===== src/rtl/truth_table_checker_settle_timer.sv =====
// settle_timer: 4-bit loadable down-counter that stops at zero
module settle_timer (
  input  logic       clk,
  input  logic       rst,
  input  logic       load,
  input  logic [3:0] load_val,
  output logic       zero
);
  logic [3:0] cnt;
  always_ff @(posedge clk or posedge rst)
    if (rst) cnt <= '0;
    else cnt <= load ? load_val : (cnt != '0 ? cnt - 4'd1 : cnt);
  assign zero = (cnt == '0);
endmodule


===== config.mk =====
export PLATFORM = sky130hd
export DESIGN_NAME = settle_timer
export DESIGN_NICKNAME = d
export VERILOG_FILES = /design/src/rtl/truth_table_checker_settle_timer.sv
export SDC_FILE = /design/constraint.sdc
export NUM_CORES = 1
export LEC_CHECK = 0
export ABC_AREA = 1
export ABC_CLOCK_PERIOD_IN_PS = 1060
export CORE_AREA = 2 2 39 41
export CTS_CLUSTER_SIZE = 14
export DETAILED_ROUTE_END_ITERATION = 7
export DIE_AREA = 0 0 41 43
export GPL_ROUTABILITY_DRIVEN = 0
export MAX_ROUTING_LAYER = met4
export SLEW_MARGIN = 20
export SYNTH_ARGS = -nofsm -noshare
export SYNTH_HDL_FRONTEND = slang
export SYNTH_SLANG_ARGS = --single-unit

===== constraint.sdc =====
create_clock -name clk -period 1.06 [get_ports clk]
set_input_delay 0.106 -clock clk [delete_from_list [all_inputs] [get_ports clk]]
set_output_delay 0.106 -clock clk [all_outputs]
set_load 0.01 [all_outputs]

; Word level (Yosys, flattened, before mapping)
; Index checks and enable logic that the tools add are counted.
[totals]
register_bits = 4
in_bits = 7
out_inout_bits = 1
wordCells = 7
[classes]
add_sub_neg = 1
muxes = 2
reduce_logical = 3
[op_table]
columns = cell, n
row1 = two-way mux 4 bit, 2
row2 = logical NOT 4 bit, 1
row3 = nonzero test 4 bit, 1
row4 = "subtractor 4 x 1 -> 4 bit, second input constant", 1
row5 = nonzero test 2 bit, 1

; Longest topological paths before layout
[logic_depth]
ltp_word = 3
mapped_depth = 7
depth_no_buf = 7

; Worst setup path after synthesis
; Ideal clock, no wire load.
[synth_timing]
kind = reg-to-reg
from = reg cnt[0]
to = reg cnt[3]
setup_time_ps = 116
t_arrival_ps = 897
required_ps = 944
setup_slack_ps = 47
path_stages_with_launch = 8
n_path_buf = 0
synth_period_minus_slack_ps = 1013
path_cell_list = dfrtp_1 > inv_2 > ha_1 > nand2_1 > nand2_2 > inv_2 > nand2_1 > nand2_1
[synth_via]
elab_chain_len = 3
[synth_lines]
columns = item, line_no
row1 = "start, declared", 9  ; logic [3:0] cnt;
row2 = "start signal, assigned", 12  ; else cnt <= load ? load_val : (cnt != '0 ? cnt - 4'd1 : cnt);
row3 = subtractor 4 x 1 -> 4 bit, 12
row4 = two-way mux 4 bit (2 in a row), 12
; Several ways; a longest one is shown, not always the timed one. The select of a mux whose other input is x is not followed.
; A chain may end at the register's enable or synchronous reset.

; Worst setup path after layout
[layout_timing]
from = reg cnt[0]
to = out zero
[layout_via]
elab_chain_len = 1
[layout_lines]
columns = item, line_no
row1 = logical NOT 4 bit, 13  ; assign zero = (cnt == '0);
row2 = "end, declared", 7  ; output logic zero
; Every way passes these cells.

==> out/qor.csv <==
metric,value,unit
GRT Total Usage,8.77,%
H-Tree Depth,1,
Post-Syn Nets,43,
Yosys top cell area share,40.2,%
clock latency on the worst-skew pair,0.23,ns
largest family of logic cells by synthesized area,simple AND/OR/NAND/NOR gates,
post-synthesis adder-cell area fraction,5.03,%
fin cells,69,
vias in the first global route,279,
Area contributors post-synth,"dfrtp_1 40%, nand2_1 18%, o21ai_1 6.0%",
Max IR drop VDD,0.000542,V
Clock Power Share,22.0,%
area taken by multi-input logic gates,166,sq um
crit end category,output port,
most frequent cells in the layout,"11 x nand2_1, 7 x buf_4, 6 x clkdlybuf4s50_1",
met3 usage,1.57,%
share of cells above drive strength 1,47.2,%
Internal,0.549,mW
sequential area share after synthesis,40.2,%
Post-Syn Area per Cell,7.11,sq um
first-pass GRT wire length,986,microns
"most common cell after layout, fill and taps aside",nand2_1,
largest registers,cnt x4,
path type of the worst setup path,reg2out,
slew margin rel.,84.4,%
post-DR vias/cell,3.90,
GRT Residual Overflow,0,
Nets,63,
Post-Place Cells,64,
multiplexer share of the synthesized area,0,%
Post-Synth XOR/XNOR Area,3.52,%
unique cell type count in the Yosys netlist,13,
setup violators final,3,
RSZ-0062 raised after global routing,yes,
# diodes,0,
DRC viols,0,
post-synth top area cell,dfrtp_1,
total power,0.820,mW
failing checks,setup timing,
Final HPWL DP,421,microns
status,"complete, but fails checks",
"Hold-fix buffers, CTS",0,
final setup margin,-0.0524,ns
max FFs per register,4,
CTS max path bufs,2,
Root Buffer,clkbuf_4,
drt first pass iters,2,
P&R area growth vs syn,88.9,%
slew at the pin closest to its max-slew limit,0.233,ns
Ys Warns,0,
Max Slew Vio Count,0,
Net Sw Frac,33.0,%
Finished Core Util,34.0,%
busiest grt layer,met2,
MaxCap Viol Count,0,
Initial Util,18.0,%
count of buffers from port buffering,7,
Die H,43,microns
Worst Path Required,0.95,ns
via count,269,
Leakage,0.240,nW
remaining antenna violation count after routing,0,
fin area,470,sq um
CTS tree,done,
standard-cell rows,14,
Mapped Cells,35,
Setup TNS Final,-0.0636,ns
Pwr Density,1740,nW/um^2
Hold Path Class,in2async,
pin count of the biggest net entering global routing,7,
met2 Use GR,11.9,%
Tmin final,1.11,ns
total CTS buffers,3,
Synth Area in Compound Gates,10.1,%
"Hold Violations, Final",0,
post-synthesis cell area,249,sq um
Setup Skew,0.00177,ns
Worst-path clk slew,0.04,ns
crit path DAT,1.01,ns
Sink Count,4,
Final period util,105,%
Sequential Power Share,27.1,%
placed cell areas,384,sq um
Die Width,41,microns
Post-Synth Simple-Gate Area,30.7,%
Logic pwr share,50.8,%
sequential cell area,100,sq um
CORE AREA,1380,sq um
routed len/inst,8.19,microns
Iter 0 DRT Violations,1,
I/O Pins,8,
maximum clock rate,0.899,GHz
#FFs+latches synth,4,
grt met1 use,10.4,%
Worst Path Max Fanout,2,
initial antenna violation count,0,
fill cell instance count of the final layout,159,
Critical Path Start Type,flop,
Reg with most FFs,cnt,
switching power total,0.270,mW
final wirelength,565,microns
die area,1760,sq um
[cell usage after synthesis]
master,number
dfrtp_1,4
ha_1,1
inv_1,4
inv_2,3
nand2_1,12
nand2_2,1
nand3_1,1
nand3_2,1
nor2_1,1
nor2_2,1
o21ai_0,2
o21ai_1,3
xnor2_1,1
[final cells by class]
class                      count  share of cell area [%]
clock buffer                   3                    4.79
inverter                       7                    5.59
multi-input combinational     24                    35.4
sequential                     4                    21.3
tap                           16                    4.26
timing repair buffer          15                    28.7
[power by group through the flow]
stage               registers, mW  logic, mW  clock network [mW]
floorplan                   0.217      0.152                   0
detailed placement          0.217      0.291                   0
finish                      0.222      0.417               0.181
global placement            0.216      0.286                   0
global route                0.232      0.469               0.198
CTS                         0.216      0.340               0.196
[cell families after synthesis]
| family | after synthesis |
|---|---|
| compound gates | 5 |
| xor+xnor | 1 |
| fa+ha+maj | 1 |
| buf+inv | 7 |
| flops | 4 |
| simple gates | 17 |
[worst paths after layout]
check	start	endpoint	slack, ns	cells after the start
min in group clk	load_val[3]	cnt[3]	0.43	3
min reg2reg	cnt[0]	cnt[0]	0.59	3
max	cnt[0]	zero	-0.05	5
max in group asynchronous	rst	cnt[0]	0.86	2
max reg2reg	cnt[0]	cnt[1]	-0.01	6
min	rst	cnt[3]	0.06	2
[critical path, stage by stage, from the launching register on]
cell	delay (ns)
dfrtp_1	0.37
inv_2	0.08
ha_4	0.15
nand2_4	0.05
inv_2	0.05
buf_6	0.09
[through the flow]
stage	hold WS [ns]	setup WS, ns
floorplan	-0.128	0.0468
global route	0.0729	-0.133
global placement	0.299	-0.266
finish	0.0555	-0.0524
CTS	0.0480	-0.0959
detailed placement	0.300	-0.286
[metal layers]
layer / vias to the layer above / share of wire [%] / wire, microns
met5: - / 0 / 0
met3: 0 / 6.4 / 36
met1: 119 / 41 / 229
li1: 144 / - / -
met4: 0 / 0 / 0
met2: 6 / 53 / 299
[timing repair]
action,4_1_cts,5_1_grt
buffers inserted,2,0
pin swaps,1,5
cloned,0,0
setup endpoints to repair,5,5
gates resized for setup,8,9
Note: power is estimated with default switching activity, not from simulation.
==> edit (same settings) <==
Reset style: synchronous (`rst`), changed in one clocked block.
--- a/src/rtl/truth_table_checker_settle_timer.sv
+++ b/src/rtl/truth_table_checker_settle_timer.sv
@@ -9,3 +9,3 @@
   logic [3:0] cnt;
-  always_ff @(posedge clk or posedge rst)
+  always_ff @(posedge clk)
     if (rst) cnt <= '0;
Behaviour: differs if rst is asserted again (counterexample within 4 cycles, from zero or initial values and one cycle with rst high); with rst held inactive, the same outputs for 10 cycles.
==> edit against the original RTL <==
The flow still finishes with violations (negative setup slack); maximum frequency up 1.2%; synthesized area down 0.50%; routed wire length up 0.88%; power down 26%; clock power about the same; combinational power down 41%; worst setup slack better by 0.014 ns; sequential cell count unchanged; register-to-register slack better by 0.02 ns; cell area down 5.1%; critical path type unchanged.
==> edit: results (changes against the original RTL) <==
| Metric | Value |
|---|---|
| Total track usage | 9.75% (+0.98 points) |
| Nets | 68 (+7.9%) |
| Post-synth cell types | 12 (-1) |
| Status | complete, but fails checks |
| Syn_nets | 48 (+12%) |
| Final setup fails | 1 (-2) |
| Ratio of cells with drive above 1 in the final layout | 37.9% (-9.2 points) |
| Post-Layout Cell Count | 74 (+7.2%) |
| Adder-cell share of the synthesized area | 5.05% (+0.025 points) |
| Worst VDD drop | 0.630 mV (+16%) |
| Commonest cells post-synth | nand2_1 (11), inv_1 (6), nor2_1 (5) |
| Initial DRC Count | 0 (-1) |
| DRT Pass-1 Iters | 1 (-1) |
| Top cells by area, synth | dfxtp_1 (32%), nand2_1 (17%), inv_1 (9.1%), a21oi_1 (8.1%), nor2_1 (7.6%) |
| Post-Place Setup Slack | -0.273 ns (+0.0126 ns) |
| Critical Path AT | 0.99 ns (-0.02 ns) |
| Fill count | 152 (-4.4%) |
| Relative slew slack | 85.5% (+1.1 points) |
| Failing checks | negative setup slack |
| Post-Place Cell Area | 390 um2 (+1.6%) |
| Lkg Pwr | 0.208 nW (-13%) |
| Placed cells | 70 (+9.4%) |
| Compound-cell area share of the yosys netlist | 12.1% (+2.1 points) |
| Worst Setup Slack, final | -0.0389 ns (+0.0135 ns) |
| R2R setup slack | 0.01 ns (+0.02 ns) |
[edit: stage by stage]
| step | util, % | hold slack (ns) | power (mW) | setup TNS, ns |
|---|---|---|---|---|
| CTS | 31.2 | 0.457 | 0.608 | -0.0649 |
| floorplan | - | 0.175 | 0.287 | 0 |
| detailed placement | 28.2 | 0.616 | 0.395 | -0.763 |
| global placement | 28.2 | 0.607 | 0.394 | -0.700 |
| global route | 32.3 | 0.472 | 0.664 | -0.160 |
| finish | 32.3 | 0.468 | 0.609 | -0.0389 |
[edit: path summary, 6_finish.rpt]
kind / startpoint / endpoint / cells past startpoint
min reg2reg: cnt[1] / cnt[1] / 3
max reg2reg: cnt[0] / cnt[2] / 8
max: cnt[0] / zero / 5
min: load_val[2] / cnt[2] / 3
[edit: layout make-up]
type                            instances  area share (%)
Tap cell                               16            4.48
Inverter                                7            5.88
Clock buffer                            3            5.04
Timing Repair Buffer                   15            28.0
Sequential cell                         4            18.5
Multi-Input combinational cell         29            38.1
[edit: where the power goes]
part / total (mW) / internal (mW) / switching, mW
registers: 0.183 / 0.172 / 0.0107
logic: 0.246 / 0.130 / 0.116
clock network: 0.181 / 0.126 / 0.0545
total: 0.609 / 0.428 / 0.181
[edit: critical path, cell delays in order (launching register included)]
cell,delay (ns)
dfxtp_2,0.31
inv_2,0.07
ha_4,0.14
nand2_2,0.05
nor2_1,0.07
buf_2,0.13
[edit: what timing repair did]
action | CTS | global route
setup endpoints to repair | 5 | 5
pin swaps | 3 | 2
gates resized for setup | 10 | 5
setup buffers | 1 | 0
[edit: layer usage]
| metal | wire [um] | up-vias |
|---|---|---|
| li1 | - | 164 |
| met1 | 263 | 131 |
| met2 | 294 | 3 |
| met3 | 12 | 0 |
| met4 | 0 | 0 |
| met5 | 0 | - |
